$ cat src/rtl/ssd_msg_scheduler.sv
// ssd_msg_scheduler: round-robin arbiter of dwell-timed display messages onto the SSD word select.
// Optional SSD_SCHED_PREEMPT_EN gives requester 0 preemptive and selection priority.
module ssd_msg_scheduler #(
  parameter int NUM_REQ = 4,
  parameter int DWELL_CYCLES = 100000000,
  parameter int CNT_W = 27,
  parameter logic [2:0] IDLE_CODE = 3'd6
) (
  input  logic                   clk,
  input  logic                   rst_n,
  input  logic [NUM_REQ-1:0]     req,
  input  logic [3*NUM_REQ-1:0]   req_code,
  output logic [NUM_REQ-1:0]     grant,
  output logic [2:0]             to_display,
  output logic                   busy
);
  localparam int LW = (NUM_REQ > 1) ? $clog2(NUM_REQ) : 1;
  localparam logic S_IDLE = 1'b0;
  localparam logic S_SHOW = 1'b1;
  logic                 state_q, state_d;
  logic [NUM_REQ-1:0]   pend_q, pend_d, grant_q, grant_d;
  logic [3*NUM_REQ-1:0] code_q, code_d;
  logic [CNT_W-1:0]     cnt_q, cnt_d;
  logic [LW-1:0]        last_q, last_d, win, idx;
  logic [2:0]           disp_q, disp_d;
  logic                 found, term, go, preempt;
`ifdef SSD_SCHED_PREEMPT_EN
  logic [LW-1:0]        cur_q, cur_d;
`endif
  always_comb begin
    win = last_q;
    found = 1'b0;
    for (int k = 1; k <= NUM_REQ; k++) begin
      idx = LW'((32'(last_q) + k) % NUM_REQ);
      if (!found && pend_q[idx]) begin
        win = idx;
        found = 1'b1;
      end
    end
`ifdef SSD_SCHED_PREEMPT_EN
    if (pend_q[0]) win = '0;
    preempt = state_q == S_SHOW && pend_q[0] && cur_q != '0;
    cur_d = cur_q;
`else
    preempt = 1'b0;
`endif
    term = cnt_q == CNT_W'(DWELL_CYCLES - 1);
    go = |pend_q && (state_q == S_IDLE || term || preempt);
    state_d = state_q;
    pend_d = pend_q;
    code_d = code_q;
    cnt_d = cnt_q;
    last_d = last_q;
    grant_d = '0;
    disp_d = disp_q;
    if (go) begin
      state_d = S_SHOW;
      cnt_d = '0;
      pend_d[win] = 1'b0;
      grant_d[win] = 1'b1;
      disp_d = code_q[3*win +: 3];
      last_d = win;
`ifdef SSD_SCHED_PREEMPT_EN
      cur_d = win;
`endif
    end else if (state_q == S_SHOW) begin
      state_d = term ? S_IDLE : S_SHOW;
      cnt_d = term ? '0 : cnt_q + CNT_W'(1);
      disp_d = term ? IDLE_CODE : disp_q;
    end
    // Requests apply after the grant clear so a same-cycle re-request stays pending.
    for (int i = 0; i < NUM_REQ; i++) begin
      if (req[i]) begin
        pend_d[i] = req_code[3*i +: 3] != 3'd7;
        code_d[3*i +: 3] = (req_code[3*i +: 3] != 3'd7) ? req_code[3*i +: 3] : code_q[3*i +: 3];
      end
    end
  end
  always_ff @(posedge clk or negedge rst_n) begin
    if (!rst_n) begin
      state_q <= S_IDLE;
      pend_q <= '0;
      code_q <= '0;
      cnt_q <= '0;
      last_q <= LW'(NUM_REQ - 1);
      grant_q <= '0;
      disp_q <= IDLE_CODE;
`ifdef SSD_SCHED_PREEMPT_EN
      cur_q <= '0;
`endif
    end else begin
      state_q <= state_d;
      pend_q <= pend_d;
      code_q <= code_d;
      cnt_q <= cnt_d;
      last_q <= last_d;
      grant_q <= grant_d;
      disp_q <= disp_d;
`ifdef SSD_SCHED_PREEMPT_EN
      cur_q <= cur_d;
`endif
    end
  end
  assign grant = grant_q;
  assign to_display = disp_q;
  assign busy = state_q;
endmodule
$ cat config.mk
export PLATFORM = sky130hd
export DESIGN_NAME = ssd_msg_scheduler
export DESIGN_NICKNAME = d
export VERILOG_FILES = /design/src/rtl/ssd_msg_scheduler.sv
export SDC_FILE = /design/constraint.sdc
export NUM_CORES = 1
export LEC_CHECK = 0
export ABC_AREA = 0
export BUFFER_PORTS_ARGS = -buffer_cell sky130_fd_sc_hd__buf_2
export CORE_ASPECT_RATIO = 0.5
export CORE_MARGIN = 2
export CORE_UTILIZATION = 40
export DETAILED_ROUTE_END_ITERATION = 8
export GPL_ROUTABILITY_DRIVEN = 1
export GPL_TIMING_DRIVEN = 0
export PLACE_DENSITY = 0.65
export SYNTH_ARGS = -nofsm -noshare
export SYNTH_HDL_FRONTEND = slang
export SYNTH_SLANG_ARGS = --single-unit
$ cat constraint.sdc
create_clock -name clk -period 2.05 [get_ports clk]
set_input_delay 0 -clock clk [delete_from_list [all_inputs] [get_ports clk]]
set_output_delay 0 -clock clk [all_outputs]
set_load 0.03 [all_outputs]
# Word-level counts from Yosys, hierarchy flattened
# Index checks and enable logic that the tools add are counted.
dict set report op_classes {
  addsub 5
  n_mul 1
  order_cmp 6
  eq_ne 5
  shifts 1
  mux 32
  n_bitwise 3
  n_reduce_logical 21
}
# cell n
set ops {}
lappend ops {{27-bit 2-to-1 mux} 3}
lappend ops {{27-bit by 1-bit adder with 27-bit output, second input constant} 1}
lappend ops {{27-bit == test, second input constant} 1}
lappend ops {{2-bit by 3-bit < comparator with 1-bit output, second input constant} 5}
lappend ops {{1-bit 2-to-1 mux} 15}
lappend ops {{3-bit != test, second input constant} 4}
lappend ops {{2-bit nonzero test} 6}
lappend ops {{12-bit by 5-bit variable part select with 3-bit output} 1}
lappend ops {{2-bit AND reduction} 5}
lappend ops {{3-bit 2-to-1 mux} 3}
lappend ops {{1-bit binary-select mux with 2-bit select} 4}
lappend ops {{2-bit 2-to-1 mux} 4}
lappend ops {{4-bit 2-to-1 mux} 2}
lappend ops {{1-bit logical AND} 5}
lappend ops {{2-bit by 1-bit adder with 2-bit output, second input constant} 2}
lappend ops {{2-bit adder, second input constant} 2}
lappend ops {{4-bit AND} 1}
lappend ops {{2-bit by 2-bit multiplier with 4-bit output, first input constant} 1}
lappend ops {{4-bit NOT} 1}
lappend ops {{4-bit OR reduction} 1}
lappend ops {{1-bit logical NOT} 3}
lappend ops {{1-bit demux with 2-bit select} 1}
lappend ops {{2-bit by 1-bit greater-or-equal comparator with 1-bit output, second input constant} 1}
lappend ops {{1-bit logical OR} 1}
lappend ops {{1-bit NOT} 1}
dict set report totals {
  reg_bits 53
  in_bits 18
  out_inout_bits 8
  elab_cells 87
}

# Longest topological paths before layout
# Gate-level depths: netlist of run 1.
dict set report depth {
  ltp_word 21
  mapped_depth 8
  depth_no_buf 7
}

# Worst setup path before layout of run 1
# No wires, ideal clock.
dict set report synth_path {
  path_kind {register to register}
  start {register last_q[0]}
  end {register disp_q[2] (netlist: to_display[2])}
  setup_ns 0.094
  arrival_time_ns 1.879
  required_ns 1.956
  path_slack_ns 0.076
  path_stages_with_launch 8
  path_buffers 1
  synth_period_minus_slack_ns 1.974
  path_cell_list {dfstp_2 > nand2b_1 > a21oi_2 > or3_1 > buf_2 > a211o_1 > a311oi_1 > a221oi_1}
}
dict set report synth_between {
  elab_chain_len 16
  word_cells_on_any_way 28
  cone_classes {4 x add/sub; 1 x mul; 1 x shift; 16 x mux; 6 x reduce/logical}
}
# element line
set synth_lines {}
lappend synth_lines {{from (decl)} 24} ;# logic [LW-1:0] last_q, last_d, win, idx;
lappend synth_lines {{from (signal assigned)} 85} ;# last_q <= LW'(NUM_REQ - 1);
lappend synth_lines {{from (signal assigned)} 96} ;# last_q <= last_d;
lappend synth_lines {{2-bit by 1-bit adder with 2-bit output} 34} ;# idx = LW'((32'(last_q) + k) % NUM_REQ);
lappend synth_lines {{1-bit binary-select mux with 2-bit select} 35} ;# if (!found && pend_q[idx]) begin
lappend synth_lines {{1-bit 2-to-1 mux (implied by the code)} 35}
lappend synth_lines {{1-bit 2-to-1 mux} 35}
lappend synth_lines {{1-bit logical NOT} 35}
lappend synth_lines {{1-bit logical AND} 35}
lappend synth_lines {{1-bit 2-to-1 mux} 35}
lappend synth_lines {{1-bit logical NOT} 35}
lappend synth_lines {{1-bit logical AND} 35}
lappend synth_lines {{1-bit 2-to-1 mux} 35}
lappend synth_lines {{1-bit logical NOT} 35}
lappend synth_lines {{1-bit logical AND} 35}
lappend synth_lines {{2-bit 2-to-1 mux *} 35}
lappend synth_lines {{2-bit by 2-bit multiplier with 4-bit output *} 61} ;# disp_d = code_q[3*win +: 3];
lappend synth_lines {{12-bit by 5-bit variable part select with 3-bit output *} 61}
lappend synth_lines {{3-bit 2-to-1 mux *} 56} ;# if (go) begin
lappend synth_lines {{to (signal assigned)} 98} ;# disp_q <= disp_d;
lappend synth_lines {{to (decl)} 25} ;# logic [2:0] disp_q, disp_d;
# Mark *: on every way between the ends. The rest lies on a longest branch, timed or not. The select of a mux whose other input is x is not followed.
# A chain may end at the register's enable or synchronous reset.

# Worst setup path in the final report of run 1
# Same ends and word-level chain as after synthesis.

==> qor.yml, run 1 <==
run_status: "finished, violations left"
failed_checks: "negative setup slack"
grt_max_degree: 54
syn_area_sq_um: 2840
synthTopCellsByArea: "dfrtp_1 43%, o21ai_1 6.3%, nand2_1 4.6%, a21oi_1 4.0%, dfstp_2 3.7%"
viasPerCell: 5.62
async_flop_share_pct: 100
cp_data_arrival_time_ns: 2.28
grt_pass1_wl_um: 12300
clk_latency_ns: 0.29
finalInstanceArea_sq_um: 3760
ir_worst_vdd_uv: 376
finalPower_mw: 2.75
dp_hpwl_um: 4730
setup_viol: 1
worstSetupPathType: "flip-flop to flip-flop"
finalNonFillerCells: 470
globalplace.congestion: 0.878
fillers: 600
place_inst: 431
yosysWarnings: 0
drive_gt1_share_pct: 25.7
cts.sinks: 53
worst_pin_slew_ns: 1.21
p_leak_nw: 1.65
ys_ff_latch: 53
ys_types: 50
routed_wl_um: 7520
critPathRequiredTime_ns: 2.26
cts-htree-levels: 2
io_pins: 26
fin_skew_ns: 0.00572
start_util_pct: 42.0
synth_area_per_cell_sq_um: 9.03
rsz0062_at_grt: "yes"
grt_pass1_vias: 2606
finalNetCount: 396
multiInputGateArea_sq_um: 1560
critPathCaptureType: "flip-flop"
slew_violations: 0
hold_violations: 0
cts_max_path_buffers: 2
portBuffers: 24
synth.most_common_cell: "dfrtp_1"
die_h_um: 63.6
yosysTopAreaCellShare_pct: 43.1
coreArea_sq_um: 6780
tritoncts: "yes"
vias: 2641
yosys_most_used_dff: "dfrtp_1"
antenna_left: 0
diodes: 0
clkTransAtPathRegs_ns: 0.07
yosysSeqAreaShare_pct: 46.8
relSlewSlack_pct: 19.2
hold_class: "input pin to flip-flop"
synth_edf_count: 0
die_w_um: 123
syn_inst: 315
min_from: "req[1]"
synth_commonest_cells: "49 x dfrtp_1, 36 x o21ai_1, 35 x nand2_1"
syn2layout_area_growth_pct: 32.2
route.detailed.drc: 0
cts_made_buffers: 5
p_per_area_nw_per_um2: 730
reg2reg_from: "last_q[0]"
yosysTopAreaCell: "dfrtp_1"
first_iter_violations: 110
cts_root_buf: "clkbuf_16"
cp_max_fo: 7
period_share_pct: 101
grtUsageTotal_pct: 20.0
start_kind: "flip-flop"
seqCellArea_sq_um: 1340
overflow: 0
setup_slack_ns: -0.0204
antenna_found_initial: 0
placementRows: 21
wl_per_cell_um: 16.0
syn-num-nets: 334
max_freq_mhz: 483
dieArea_sq_um: 7840
drtPass1Iterations: 4
crit_start: "last_q[0]"
cap_viol_max_count: 0
dpl_cell_area_sq_um: 3080
min_period_ns: 2.07
==> cell type report <==
cell class                 instances  area share [%]
tap                               92            3.06
inverter                          13            1.30
multi-input combinational        235            41.4
timing repair buffer              58            12.0
clock buffer                       7            3.79
sequential                        53            35.5
clock inverter                     1           0.799
buffer                            11            2.13
==> through the flow <==
step           setup slack (ns)  util (%)  hold slack [ns]  TNS [ns]
3_3_place_gp             -0.232      45.4            0.210     -4.73
2_1_floorplan            0.0764         -           -0.296         0
5_1_grt                 -0.0817      55.5            0.110     -1.20
6_report                -0.0204      55.5           0.0698   -0.0204
4_1_cts                 -0.0831      52.8           0.0529    -0.783
3_5_place_dp             -0.208      45.4            0.222     -4.17
==> cells in the final DEF, fill, tap and decap left out, types with 7 or more instances in the layout <==
master	count
nor2_1	11
a31oi_1	8
buf_2	26
dlygate4sd3_1	16
nand4_1	7
o31ai_1	8
inv_1	13
o21ai_1	36
a21oi_1	22
buf_4	16
dfrtp_1	45
and3_1	8
nand2_1	35
nand3_1	17
==> worst paths after layout <==
kind | depth (start not counted) | slack, ns | to
min in group asynchronous | 2 | 0.55 | to_display[0]
worst min register to register | 1 | 0.48 | cnt_q[22]
max in group asynchronous | 2 | 0.67 | cnt_q[20]
worst max-delay path | 7 | -0.02 | to_display[2]
worst max register to register | 7 | -0.02 | to_display[2]
worst min-delay path | 2 | 0.07 | code_q[3]
==> sequential cells by signal, indices dropped and copies added, names as in the netlist <==
register	flops
to_display	3
cnt_q	27
last_q	2
grant	4
pend_q	4
busy	1
code_q	12
==> kinds of logic after synthesis <==
group / count (synthesis) / synth area share (%)
compound gates: 105 / 23.2
simple gates: 123 / 23.1
mux: 6 / 2.29
buf+inv: 27 / 4.22
flops: 53 / 46.8
fa+ha+maj: 1 / 0.440
==> worst max-delay path: stages, from the launching register on <==
cell and delay [ns]:
dfstp_2 0.55, nand2b_4 0.14, a21oi_4 0.07, or3_1 0.38, buf_6 0.15, a211o_1 0.33, a311oi_2 0.31, a221oi_2 0.06
==> routing by layer <==
| metal | track usage [%] | routed length (um) | vias up |
|---|---|---|---|
| met2 | 34.3 | 3670 | 66 |
| met3 | 3.53 | 356 | 9 |
| met4 | 6.68 | 93 | 0 |
| li1 | - | - | 1290 |
| met1 | 25.5 | 3400 | 1276 |
| met5 | 0 | 0 | - |
==> timing repair <==
action                                  4_1_cts  5_1_grt
hold buffers                                 16        0
setup buffers                                 8        9
hold endpoints to repair                     19        0
resized for setup                            15       32
cloned                                        1        0
pin swaps                                     8        8
endpoints found under the setup margin       38       40
==> power by group <==
group	internal, mW	switching [mW]
Combinational	0.221	0.270
Clock	0.611	0.372
Sequential	1.16	0.112
No activity file was read; power rests on OpenSTA's default activity.
==> run 2: changes to the inputs <==
--- a/config.mk
+++ b/config.mk
@@ -13,6 +13,7 @@
 export DETAILED_ROUTE_END_ITERATION = 8
 export GPL_ROUTABILITY_DRIVEN = 1
 export GPL_TIMING_DRIVEN = 0
+export HOLD_SLACK_MARGIN = 0.1
 export PLACE_DENSITY = 0.65
 export SYNTH_ARGS = -nofsm -noshare
 export SYNTH_HDL_FRONTEND = slang
==> qor.yml, run 2 (synthesized netlist as in run 1, its figures left out) <==
clk_latency_ns: 0.29  # about the same
cts_root_buf: "clkbuf_16"
viasPerCell: 5.61  # -0.24%
dpl_cell_area_sq_um: 3080  # unchanged
finalNetCount: 403  # +1.8%
coreArea_sq_um: 6780  # unchanged
dp_slack_ns: -0.208  # unchanged
cts_max_path_buffers: 2  # unchanged
hold_violations: 0  # unchanged
cap_viol_max_count: 0  # unchanged
first_iter_violations: 112  # +1.8%
cts-htree-levels: 2  # unchanged
dp_hpwl_um: 4730  # unchanged
drtPass1Iterations: 4  # unchanged
min_from: "req_code[7]"
cp_max_fo: 7  # unchanged
grt_pass1_vias: 2644  # +1.5%
pwr-share-comb_pct: 18.5  # +0.6 points
finalInstanceArea_sq_um: 3830  # +1.9%
clkTransAtPathRegs_ns: 0.07  # about the same
hold_depth: 4  # +2
dieArea_sq_um: 7840  # unchanged
hold_end: "pend_q[2]"
finalPower_mw: 2.76  # +0.53%
total_switching_power_mw: 0.753  # -0.10%
route.detailed.drc: 0  # unchanged
p_per_area_nw_per_um2: 721  # -1.3%
cts_made_buffers: 5  # unchanged
wl_per_cell_um: 15.9  # -0.68%
slew_violations: 0  # unchanged
tritoncts: "yes"
grtUsageTotal_pct: 20.4  # +0.36 points
critPathRequiredTime_ns: 2.26  # about the same
worst_pin_slew_ns: 1.20  # -0.0110 ns
placementRows: 21  # unchanged
finalCoreUtilization_pct: 56.5  # +1.0 points
largest_register_ffs: 27  # unchanged
hold_class: "input pin to flip-flop"
io_pins: 26  # unchanged
pwr-share-seq_pct: 46.0  # -0.3 points
failed_checks: "negative setup slack"
diodes: 0  # unchanged
start_util_pct: 42.0  # unchanged
min_period_ns: 2.07  # -0.00308 ns
swShare_pct: 27.3  # -0.17 points
clkPwrFrac_pct: 35.5  # -0.3 points
top_register: "cnt_q"
cts.sinks: 53  # unchanged
finalNonFillerCells: 477  # +1.5%
vias: 2674  # +1.2%
globalplace.congestion: 0.878  # unchanged
rr_worst_depth: 7  # unchanged
layout_common_cells: "45 x dfrtp_1, 36 x o21ai_1, 35 x nand2_1"
fin_skew_ns: 0.00372  # -0.00199 ns
relSlewSlack_pct: 19.9  # +0.73 points
ir_worst_vdd_uv: 380  # +1.2%
crit_start: "last_q[0]"
setup_viol: 1  # unchanged
antenna_left: 0  # unchanged
p_int_mw: 2.01  # +0.77%
setup_slack_ns: -0.0173  # +0.00308 ns
hold_ws_ns: 0.177  # +0.107 ns
reg2reg_slack_ns: -0.02  # about the same
cp_data_arrival_time_ns: 2.28  # about the same
timing.rr.end: "to_display[2]"
rsz0062_at_grt: "yes"
routed_wl_um: 7580  # +0.80%
grt_pass1_wl_um: 12600  # +1.8%
antenna_found_initial: 0  # unchanged
die_w_um: 123  # unchanged
syn2layout_area_growth_pct: 34.7
worstSetupPathType: "flip-flop to flip-flop"
p_leak_nw: 1.67  # +1.7%
place_inst: 431  # unchanged
start_kind: "flip-flop"
max_freq_mhz: 484  # +0.15%
layout_commonest_cell: "dfrtp_1"
drive_gt1_share_pct: 25.2  # -0.47 points
top_regs: "cnt_q: 27 flops, code_q: 12 flops"
portBuffers: 24  # unchanged
die_h_um: 63.6  # unchanged
critPathCaptureType: "flip-flop"
grt_max_degree: 54  # unchanged
overflow: 0  # unchanged
period_share_pct: 101  # -0.15 points
fin_tns_setup_ns: -0.0173  # +0.00308 ns
run_status: "finished, violations left"
reg2reg_from: "last_q[0]"
-- run 2: cell types whose count changed in the layout (fill, tap and decap cells not counted), sizes merged --
| cell | previous run | this run |
|---|---|---|
| dlygate4sd3 | 16 | 23 |
-- run 2: area by class of cell --
type / count / area [sq um]
Tap cell: 92 / 115
Inverter: 13 / 48.8
Multi-Input combinational cell: 235 / 1560
Clock inverter: 1 / 30.0
Sequential cell: 53 / 1340
Clock buffer: 7 / 143
Fill cell: 593 / 2950
Timing Repair Buffer: 65 / 522
Buffer: 11 / 80.1
-- run 2: worst max-delay path: stages, from the launching register on --
cell and delay, ns:
dfstp_2 0.55, nand2b_4 0.15, a21oi_4 0.07, or3_1 0.37, buf_6 0.15, a211o_1 0.33
a311oi_2 0.30, a221oi_2 0.06
-- run 2: worst max path at each step --
stage | to | depth (start not counted)
2_1_floorplan | to_display[2] | 7
3_3_place_gp | pend_q[1] | 8
3_5_place_dp | pend_q[1] | 8
4_1_cts | pend_q[2] | 7
5_1_grt | to_display[2] | 7
6_report | to_display[2] | 7
-- run 2: per-layer routing --
layer	vias to the layer above	wire length, um	global-route usage (%)
li1	1302	-	-
met1	1295	3350	25.9
met2	67	3820	35.4
met3	10	319	3.44
met4	0	89	6.11
met5	-	0	0
-- run 2: what timing repair did --
action	in CTS	in global routing
resized for setup	15	32
hold buffers	23	0
endpoints found under the setup margin	38	40
cloned	1	0
setup buffers	8	9
pin swaps	8	8
endpoints found under the hold margin	65	0
-- run 2: power groups by stage --
stage / Combinational, mW / Sequential [mW] / Clock [mW]
after floorplan: 0.254 / 1.27 / 0
after global placement: 0.370 / 1.27 / 0
after detailed placement: 0.380 / 1.28 / 0
after CTS: 0.451 / 1.27 / 0.992
after global routing: 0.564 / 1.29 / 1.04
final: 0.511 / 1.27 / 0.979
==> run 3: changes to the inputs <==
--- a/config.mk
+++ b/config.mk
@@ -7,6 +7,9 @@
 export LEC_CHECK = 0
 export ABC_AREA = 0
 export BUFFER_PORTS_ARGS = -buffer_cell sky130_fd_sc_hd__buf_2
+export CAP_MARGIN = 20
+export CELL_PAD_IN_SITES_DETAIL_PLACEMENT = 0
+export CELL_PAD_IN_SITES_GLOBAL_PLACEMENT = 1
 export CORE_ASPECT_RATIO = 0.5
 export CORE_MARGIN = 2
 export CORE_UTILIZATION = 40
@@ -14,7 +17,7 @@
 export GPL_ROUTABILITY_DRIVEN = 1
 export GPL_TIMING_DRIVEN = 0
 export HOLD_SLACK_MARGIN = 0.1
-export PLACE_DENSITY = 0.65
+export PLACE_DENSITY = 0.79
 export SYNTH_ARGS = -nofsm -noshare
 export SYNTH_HDL_FRONTEND = slang
 export SYNTH_SLANG_ARGS = --single-unit
==> qor.yml, run 3 (synthesized netlist as in run 1, its figures left out) <==
p_per_area_nw_per_um2: 686  # -4.9%
io_pins: 26  # unchanged
grt_max_degree: 41  # -24%
setup_slack_ns: -0.0700  # -0.0527 ns
relSlewSlack_pct: 52.8  # +33 points
cap_viol_max_count: 0  # unchanged
layout_commonest_cell: "dfrtp_1"
portBuffers: 24  # unchanged
cp_cell_sequence: "buf_12, nand2b_4, a21oi_4, or3_1, buf_6, a211o_1, a31oi_1, o211ai_1"
layout_common_cells: "42 x dfrtp_1, 33 x nand2_1, 32 x o21ai_1"
cpLargestDelayFamily: "compound AO/OA/AOI/OAI gates"
worstSetupPathType: "flip-flop to flip-flop"
dp_hpwl_um: 4930  # +4.2%
routed_wl_um: 7880  # +4.0%
cts-htree-levels: 2  # unchanged
period_share_pct: 103  # +2.6 points
grt_pass1_wl_um: 13000  # +3.3%
finalNetCount: 413  # +2.5%
syn2layout_area_growth_pct: 37.9
globalplace.congestion: 0.835  # -4.9%
worst_pin_slew_ns: 0.705  # -0.496 ns
start_util_pct: 42.0  # unchanged
cts_root_buf: "clkbuf_16"
die_h_um: 63.6  # unchanged
cts.sinks: 53  # unchanged
placementRows: 21  # unchanged
cp_data_arrival_time_ns: 2.27  # about the same
cpPeakStageDelay_ns: 0.46  # -0.09 ns
crit_start: "pend_q[3]"
finalPower_mw: 2.69  # -2.6%
drive_gt1_share_pct: 28.1  # +2.9 points
start_kind: "flip-flop"
failed_checks: "negative setup slack"
drtPass1Iterations: 4  # unchanged
antenna_found_initial: 0  # unchanged
rsz0062_at_grt: "yes"
grt_pass1_vias: 2769  # +4.7%
tritoncts: "yes"
clkTransAtPathRegs_ns: 0.07  # about the same
setup_viol: 6  # +5
timing.rr.end: "to_display[0]"
hold_violations: 0  # unchanged
vias: 2734  # +2.2%
critical_path_buf_inv_count: 2  # +1
route.detailed.drc: 0  # unchanged
critPathRequiredTime_ns: 2.20  # -0.06 ns
crit_cells: 8  # +1
hold_class: "input pin to async pin"
grtUsageTotal_pct: 21.1  # +0.78 points
run_status: "finished, violations left"
first_iter_violations: 132  # +18%
crit_slowest_cell: "dfrtp_2"
coreArea_sq_um: 6780  # unchanged
fin_skew_ns: 0.00312  # -0.000601 ns
viasPerCell: 5.61  # +0.14%
clk_latency_ns: 0.29  # about the same
slew_violations: 0  # unchanged
cts_made_buffers: 5  # unchanged
top_regs: "cnt_q: 27 flops, code_q: 12 flops"
max_freq_mhz: 472  # -2.5%
critPathCaptureType: "flip-flop"
largest_register_ffs: 27  # unchanged
reg2reg_slack_ns: -0.07  # -0.05 ns
endpoint: "to_display[0]"
reg2reg_from: "pend_q[3]"
diodes: 0  # unchanged
wl_per_cell_um: 16.2  # +1.8%
die_w_um: 123  # unchanged
rr_worst_depth: 8  # +1
dpl_cell_area_sq_um: 3100  # +0.65%
cts_max_path_buffers: 2  # unchanged
min_period_ns: 2.12  # +0.0527 ns
overflow: 0  # unchanged
antenna_left: 0  # unchanged
p_leak_nw: 1.69  # +0.79%
ir_worst_vdd_uv: 369  # -3.1%
top_register: "cnt_q"
cp_max_fo: 7  # unchanged
fin_tns_setup_ns: -0.164  # -0.147 ns
finalInstanceArea_sq_um: 3920  # +2.4%
dieArea_sq_um: 7840  # unchanged
==> run 3: cell count changes in the layout (fill, tap and decap cells not counted), moves of 3 or more <==
| cell | before | now |
|---|---|---|
| dfrtp_2 | 4 | 7 |
| o21ai_1 | 36 | 32 |
| buf_4 | 16 | 22 |
| o21ai_2 | 1 | 4 |
| dfrtp_1 | 45 | 42 |
==> run 3: repair_timing <==
| action | CTS | global route |
|---|---|---|
| setup buffers | 9 | 16 |
| resized for setup | 19 | 34 |
| hold endpoints to repair | 65 | 0 |
| endpoints found under the setup margin | 39 | 39 |
| hold buffers | 24 | 0 |
| pin swaps | 6 | 23 |
| gates cloned | 0 | 1 |
==> run 3: stage by stage <==
step / hold WS (ns) / util (%) / cells / setup WS, ns
finish: 0.162 / 57.8 / 487 / -0.0700
global placement: 0.208 / 45.4 / 431 / -0.293
CTS: 0.146 / 53.7 / 471 / -0.0251
floorplan: -0.296 / - / 315 / 0.0764
global route: 0.191 / 57.8 / 487 / -0.144
detailed placement: -0.0802 / 45.7 / 432 / -0.325
==> run 3: cell type report <==
type                       count  area [sq um]
fill                         595          2860
multi-input combinational    235          1560
sequential                    53          1340
timing repair buffer          75           626
clock buffer                   8           146
tap                           92           115
buffer                        11          86.3
inverter                      13          48.8
==> run 3: worst min path at each step <==
stage	start	slack, ns	end
2_1_floorplan	rst_n	-0.30	busy
4_1_cts	rst_n	0.15	code_q[4]
6_report	rst_n	0.16	code_q[10]
3_5_place_dp	rst_n	-0.08	code_q[11]
5_1_grt	rst_n	0.19	code_q[10]
3_3_place_gp	req[2]	0.21	code_q[7]
==> run 3: metal layers <==
layer / vias up / global-route usage, % / part of all wire, %
li1: 1326 / - / -
met2: 50 / 36.7 / 50
met4: 0 / 6.39 / 1.4
met5: - / 0 / 0
met3: 11 / 3.17 / 2.9
met1: 1347 / 27.1 / 45
==> run 3: report_power, final <==
part,switching [mW],internal [mW]
logic,0.288,0.255
registers,0.113,1.16
clock network,0.384,0.489
total,0.785,1.90
==> run 3: worst register-to-register path: stages, from the launching register on <==
cell	delay [ns]
dfrtp_2	0.46
buf_12	0.15
nand2b_4	0.07
a21oi_4	0.07
or3_1	0.39
buf_6	0.15
a211o_1	0.35
a31oi_1	0.22
o211ai_1	0.13
